==> src/rtl/axis_window_expander_pkg.sv <==
// Shared types and helpers for the window expander.
// State encoding and a width-generic saturating increment.
package axis_window_expander_pkg;

  localparam int          CNTR_W = 32;
  localparam int unsigned SAT_W  = 64;

  typedef enum logic {
    IDLE = 1'b0,
    RUN  = 1'b1
  } state_e;

  // w is the live width of v; bits above w are zero on entry.
  function automatic logic [SAT_W-1:0] sat_inc(
    input logic [SAT_W-1:0] v,
    input int unsigned      w
  );
    logic [SAT_W-1:0] top;
    top = (w >= SAT_W) ? '1 : ((64'd1 << w) - 64'd1);
    return (v == top) ? v : v + 64'd1;
  endfunction

endpackage

==> src/rtl/axis_window_expander_fifo2.sv <==
// Two-entry register FIFO, head always in slot 0.
// The not-full flag is registered so ready never depends on pop.
module axis_fifo2 #(
  parameter int W = 16
) (
  input  logic         clk,
  input  logic         rst,
  input  logic         push_i,
  input  logic [W-1:0] din_i,
  input  logic         pop_i,
  output logic [W-1:0] dout_o,
  output logic         empty_o,
  output logic         not_full_o
);

  logic [W-1:0] m0_q, m0_d;
  logic [W-1:0] m1_q, m1_d;
  logic [1:0]   cnt_q, cnt_d;
  logic         nf_q, nf_d;

  always_comb begin
    m0_d  = m0_q;
    m1_d  = m1_q;
    cnt_d = cnt_q;
    case ({push_i, pop_i})
      2'b10: begin
        if (cnt_q == 2'd0) m0_d = din_i;
        else               m1_d = din_i;
        cnt_d = cnt_q + 2'd1;
      end
      2'b01: begin
        m0_d  = m1_q;
        cnt_d = cnt_q - 2'd1;
      end
      2'b11: begin
        if (cnt_q == 2'd1) begin
          m0_d = din_i;
        end else begin
          m0_d = m1_q;
          m1_d = din_i;
        end
      end
      default: ;
    endcase
    nf_d = (cnt_d != 2'd2);
  end

  always_ff @(posedge clk or posedge rst) begin
    if (rst) begin
      m0_q  <= '0;
      m1_q  <= '0;
      cnt_q <= 2'd0;
      nf_q  <= 1'b0;
    end else begin
      m0_q  <= m0_d;
      m1_q  <= m1_d;
      cnt_q <= cnt_d;
      nf_q  <= nf_d;
    end
  end

  assign dout_o     = m0_q;
  assign empty_o    = (cnt_q == 2'd0);
  assign not_full_o = nf_q;

endmodule

==> src/rtl/axis_window_expander.sv <==
// Repeats each accepted value for cfg_data+1 beats with tlast per window.
// On input underflow the last value is re-sent and counted.
module axis_window_expander
  import axis_window_expander_pkg::*;
#(
  parameter int AXIS_TDATA_WIDTH = 16,
  parameter int CNTR_WIDTH       = CNTR_W
) (
  input  logic                        aclk,
  input  logic                        areset,
  input  logic [CNTR_WIDTH-1:0]       cfg_data,
  output logic [CNTR_WIDTH-1:0]       sts_data,
  output logic                        s_axis_tready,
  input  logic [AXIS_TDATA_WIDTH-1:0] s_axis_tdata,
  input  logic                        s_axis_tvalid,
  input  logic                        m_axis_tready,
  output logic [AXIS_TDATA_WIDTH-1:0] m_axis_tdata,
  output logic                        m_axis_tvalid,
  output logic                        m_axis_tlast
);

  state_e                      state_q, state_d;
  logic [AXIS_TDATA_WIDTH-1:0] cur_q, cur_d;
  logic [CNTR_WIDTH-1:0]       cnt_q, cnt_d;
  logic [CNTR_WIDTH-1:0]       len_q, len_d;
  logic [CNTR_WIDTH-1:0]       sts_q, sts_d;

  logic                        push, pop;
  logic                        empty, not_full;
  logic [AXIS_TDATA_WIDTH-1:0] head;
  logic                        last, hs;

  axis_fifo2 #(
    .W (AXIS_TDATA_WIDTH)
  ) u_fifo (
    .clk        (aclk),
    .rst        (areset),
    .push_i     (push),
    .din_i      (s_axis_tdata),
    .pop_i      (pop),
    .dout_o     (head),
    .empty_o    (empty),
    .not_full_o (not_full)
  );

  assign push = s_axis_tvalid & not_full;
  assign last = (state_q == RUN) && (cnt_q == len_q);
  assign hs   = (state_q == RUN) && m_axis_tready;

  always_comb begin
    state_d = state_q;
    cur_d   = cur_q;
    cnt_d   = cnt_q;
    len_d   = len_q;
    sts_d   = sts_q;
    pop     = 1'b0;
    unique case (state_q)
      IDLE: begin
        if (!empty) begin
          pop     = 1'b1;
          cur_d   = head;
          cnt_d   = '0;
          len_d   = cfg_data;
          state_d = RUN;
        end
      end
      RUN: begin
        if (hs && last) begin
          cnt_d = '0;
          len_d = cfg_data;
          if (!empty) begin
            pop   = 1'b1;
            cur_d = head;
          end else begin
            // Underflow: keep repeating cur, count the missed window.
            sts_d = CNTR_WIDTH'(sat_inc(SAT_W'(sts_q),
                                        unsigned'(CNTR_WIDTH)));
          end
        end else if (hs) begin
          cnt_d = cnt_q + CNTR_WIDTH'(1);
        end
      end
      default: ;
    endcase
  end

  always_ff @(posedge aclk or posedge areset) begin
    if (areset) begin
      state_q <= IDLE;
      cur_q   <= '0;
      cnt_q   <= '0;
      len_q   <= '0;
      sts_q   <= '0;
    end else begin
      state_q <= state_d;
      cur_q   <= cur_d;
      cnt_q   <= cnt_d;
      len_q   <= len_d;
      sts_q   <= sts_d;
    end
  end

  assign s_axis_tready = not_full;
  assign m_axis_tvalid = (state_q == RUN);
  assign m_axis_tdata  = cur_q;
  assign m_axis_tlast  = last;
  assign sts_data      = sts_q;

endmodule

==> config.mk <==
export PLATFORM = sky130hd
export DESIGN_NAME = axis_window_expander
export DESIGN_NICKNAME = d
export VERILOG_FILES = /design/src/rtl/axis_window_expander_pkg.sv /design/src/rtl/axis_window_expander_fifo2.sv /design/src/rtl/axis_window_expander.sv
export SDC_FILE = /design/constraint.sdc
export NUM_CORES = 1
export LEC_CHECK = 0
export CAP_MARGIN = 20
export CORE_MARGIN = 1.5
export CORE_UTILIZATION = 50
export CTS_BUF_LIST = sky130_fd_sc_hd__clkbuf_2
export CTS_CLUSTER_SIZE = 20
export DETAILED_ROUTE_END_ITERATION = 7
export PLACE_DENSITY = 0.74
export SYNTH_ARGS = -nofsm -noshare
export SYNTH_HDL_FRONTEND = slang
export SYNTH_SLANG_ARGS = --single-unit
export TNS_END_PERCENT = 30
==> constraint.sdc <==
create_clock -name aclk -period 8.8 [get_ports aclk]
set_clock_uncertainty 0.2 [all_clocks]
set_input_delay 0.88 -clock aclk [delete_from_list [all_inputs] [get_ports aclk]]
set_output_delay 0.88 -clock aclk [all_outputs]
set_load 0.1 [all_outputs]
==> qor.csv <==
metric;value;unit
first-pass GRT wire length;24.6;mm
worst setup margin;4.13;ns
Post-synth top flop;dfrtp_1;
CTS H-tree depth;4;
CTS clk-pin slew, worst paths;0.22;ns
Synth Area in Simple Gates;0.159;
via count;4898;
PD cells;189;nW/um^2
slowest stage delay, CP;1.15;ns
IO buf count;102;
Rel. slew slack;0.324;
RR Startpoint;cnt_q[16];
Yosys reg bits;148;
Final Routed Wirelength;14.8;mm
RSZ-0062 raised after global routing;no;
DRC errors left;0;
HPWL Detailed;10.4;mm
critical-path cell list;xor2_1 -> nor4_1 -> nand2_1 -> nor4b_1 -> and2_1 -> clkdlybuf4s50_1;
Die Span Y;122;um
Req. time, crit path;7.72;ns
Core ar.;13800;sq um
Detailed Route Iter0 Violations;321;
slew at the pin closest to its max-slew limit;1.01;ns
antenna violations before repair;0;
pre-CTS WS;4.51;ns
Yosys cell types;48;
Finished Core Util;0.614;
Die Area;14800;sq um
Startpoint Class;flip-flop;
CTS tree;done;
clk sinks;148;
mux contribution to synthesized area;0.107;
Final Non-Filler Cells;900;
crit path from;cnt_q[16];
Worst EP arrival;3.59;ns
Post-Syn Area;7020;sq um
sw frac;0.304;
placed cell count;868;
share of layout cells above drive strength 1;0.147;
DR WL/cell;16.4;um
worst hold slack;0.309;ns
Clk pwr share;0.258;
Post-synth EDFFs;0;
register area share after synthesis;0.527;
status;finished, final reports clean;
largest net degree at the start of global routing;76;
Synthesized Nets;664;
FP Rows;43;
setup tns final;0;ns
Final Cell Area;8450;sq um
Clk Latency, worst-skew pair;0.71;ns
placed inst area;8190;sq um
nets@finish;767;
gr usage total;0.215;
xor-xnor portion of the synthesized cell area;0.116;
Setup violations, final;0;
# diodes;0;
Detail Route Antenna Nets;0;
post-CTS setup buffer count;0;
Post-Synth Adder-Cell Area;0.0143;
CP Capture Type;primary output;
asr flop ratio synth;1.00;
Routability Congestion;0.829;
CTS Root Cell;clkbuf_2;
total gr overflow;0;
Initial Util;0.510;
IR drop worst, VDD;123;uV
Die X-Extent;122;um
Pins Over Slew Limit;0;
register share of total power;0.526;
post-cts hold buffer count;0;
CTS Buffer Depth;2;
Internal;1.11;mW
maxcap violations;0;
Area Growth Syn to Fin;20.4;%
post-synthesis instance total;604;
total power;1.60;mW
largest family of logic cells by synthesized area;simple AND/OR/NAND/NOR gates;
Layout fillers;1155;
Yosys Warn Count;0;
hold path start;sts_data[25];
Crit Path Class;flip-flop to primary output;
Top Ports;103;
Hold Crit Class;flip-flop to flip-flop;
cell family with most CP delay;buffers and inverters;
final period utilization;0.530;
Vias/cell;5.44;
First-pass DRT Iterations;5;
Synth Area in Compound Gates;0.0506;
mean cell area of the mapped netlist;11.6;sq um
crit-path max FO;5;
clock buffer count from CTS;17;
Critical-path top delay cell;clkdlybuf4s50_1;
CP bufs+invs;1;
leakage power;3.66;nW
Comb power frac;0.216;
Sw Pwr;0.487;mW
Fin. Hold Viols;0;
vias in the first global route;5084;
fmax;214;MHz
Final min period;4.67;ns
cts repair resizes;0;
[cell type report]
class	count	area, sq um	share of cell area
multi-input cells	417	3140	0.371
flip-flops and latches	148	3700	0.438
inverters	17	68.8	0.00814
repair buffers	106	1050	0.124
clock inverters	15	181	0.0215
clock buffers	17	85.1	0.0101
well taps	180	225	0.0266
[sequential cells by signal, indices dropped and copies added (netlist names)]
signal,cells
cnt_q,32
u_fifo.m1_q,16
u_fifo.not_full_o,1
sts_data,32
u_fifo.cnt_q,2
u_fifo.dout_o,16
m_axis_tdata,16
len_q,32
m_axis_tvalid,1
[layout by cell type, fill, tap and decap left out, types with 3 or more instances in the layout]
cell type        instances
bufinv_16                3
buf_4                    4
nor2_1                  59
nand2_1                 35
nand4_1                 21
xor2_1                  48
and3_1                   7
and4_1                   4
clkinvlp_4               8
mux2_2                  57
mux2_1                   8
a221o_1                 15
xnor2_1                 45
ha_1                     8
nor4_1                   5
o21ai_0                  5
nand4_2                  3
or4_1                    3
inv_1                   16
inv_6                    3
and2_1                  18
clkbuf_2                17
dfrtp_1                148
clkdlybuf4s50_1        102
a21oi_1                  3
nor3_1                  22
nand3_1                 24
[synth_stat cells (15+ instances only)]
cell	number	share of area
nand2_1	36	0.019
mux2_2	57	0.091
inv_1	17	0.0091
xnor2_1	45	0.056
nand4_1	21	0.019
nand3_1	24	0.017
and2_1	18	0.016
dfrtp_1	148	0.53
nor2_1	59	0.032
a221o_1	15	0.021
xor2_1	48	0.060
nor3_1	22	0.016
[layer usage]
| layer | global-route usage | part of all wire |
|---|---|---|
| met1 | 0.277 | 0.43 |
| met2 | 0.361 | 0.50 |
| met4 | 0.0699 | 0.012 |
| met5 | 0 | 0 |
| met3 | 0.0479 | 0.057 |
[power by group through the flow]
stage          clock (mW)  sequential [mW]  combinational, mW
2_1_floorplan           0            0.850              0.260
3_3_place_gp            0            0.852              0.337
3_5_place_dp            0            0.857              0.346
4_1_cts             0.426            0.844              0.348
5_1_grt             0.452            0.859              0.383
6_report            0.413            0.843              0.346
[worst paths after layout]
check | end | slack [ns] | depth (start not counted)
hold / removal | sts_data[25] | 0.31 | 1
max in group asynchronous | len_q[22] | 6.60 | 3
setup / recovery | m_axis_tlast | 4.13 | 6
min in group asynchronous | sts_data[12] | 0.41 | 2
setup reg to reg | u_fifo.dout_o[3] | 4.60 | 12
hold reg to reg | sts_data[25] | 0.31 | 1
[logic make-up after synthesis]
| kind of cell | count (synthesis) |
|---|---|
| AND/OR/NAND/NOR | 213 |
| flip-flops | 148 |
| XOR/XNOR | 93 |
| multiplexers | 67 |
| buffers and inverters | 39 |
| AO/OA/AOI/OAI | 36 |
| adder cells (fa/ha/maj) | 8 |
Note: power is estimated with default switching activity, not from simulation.
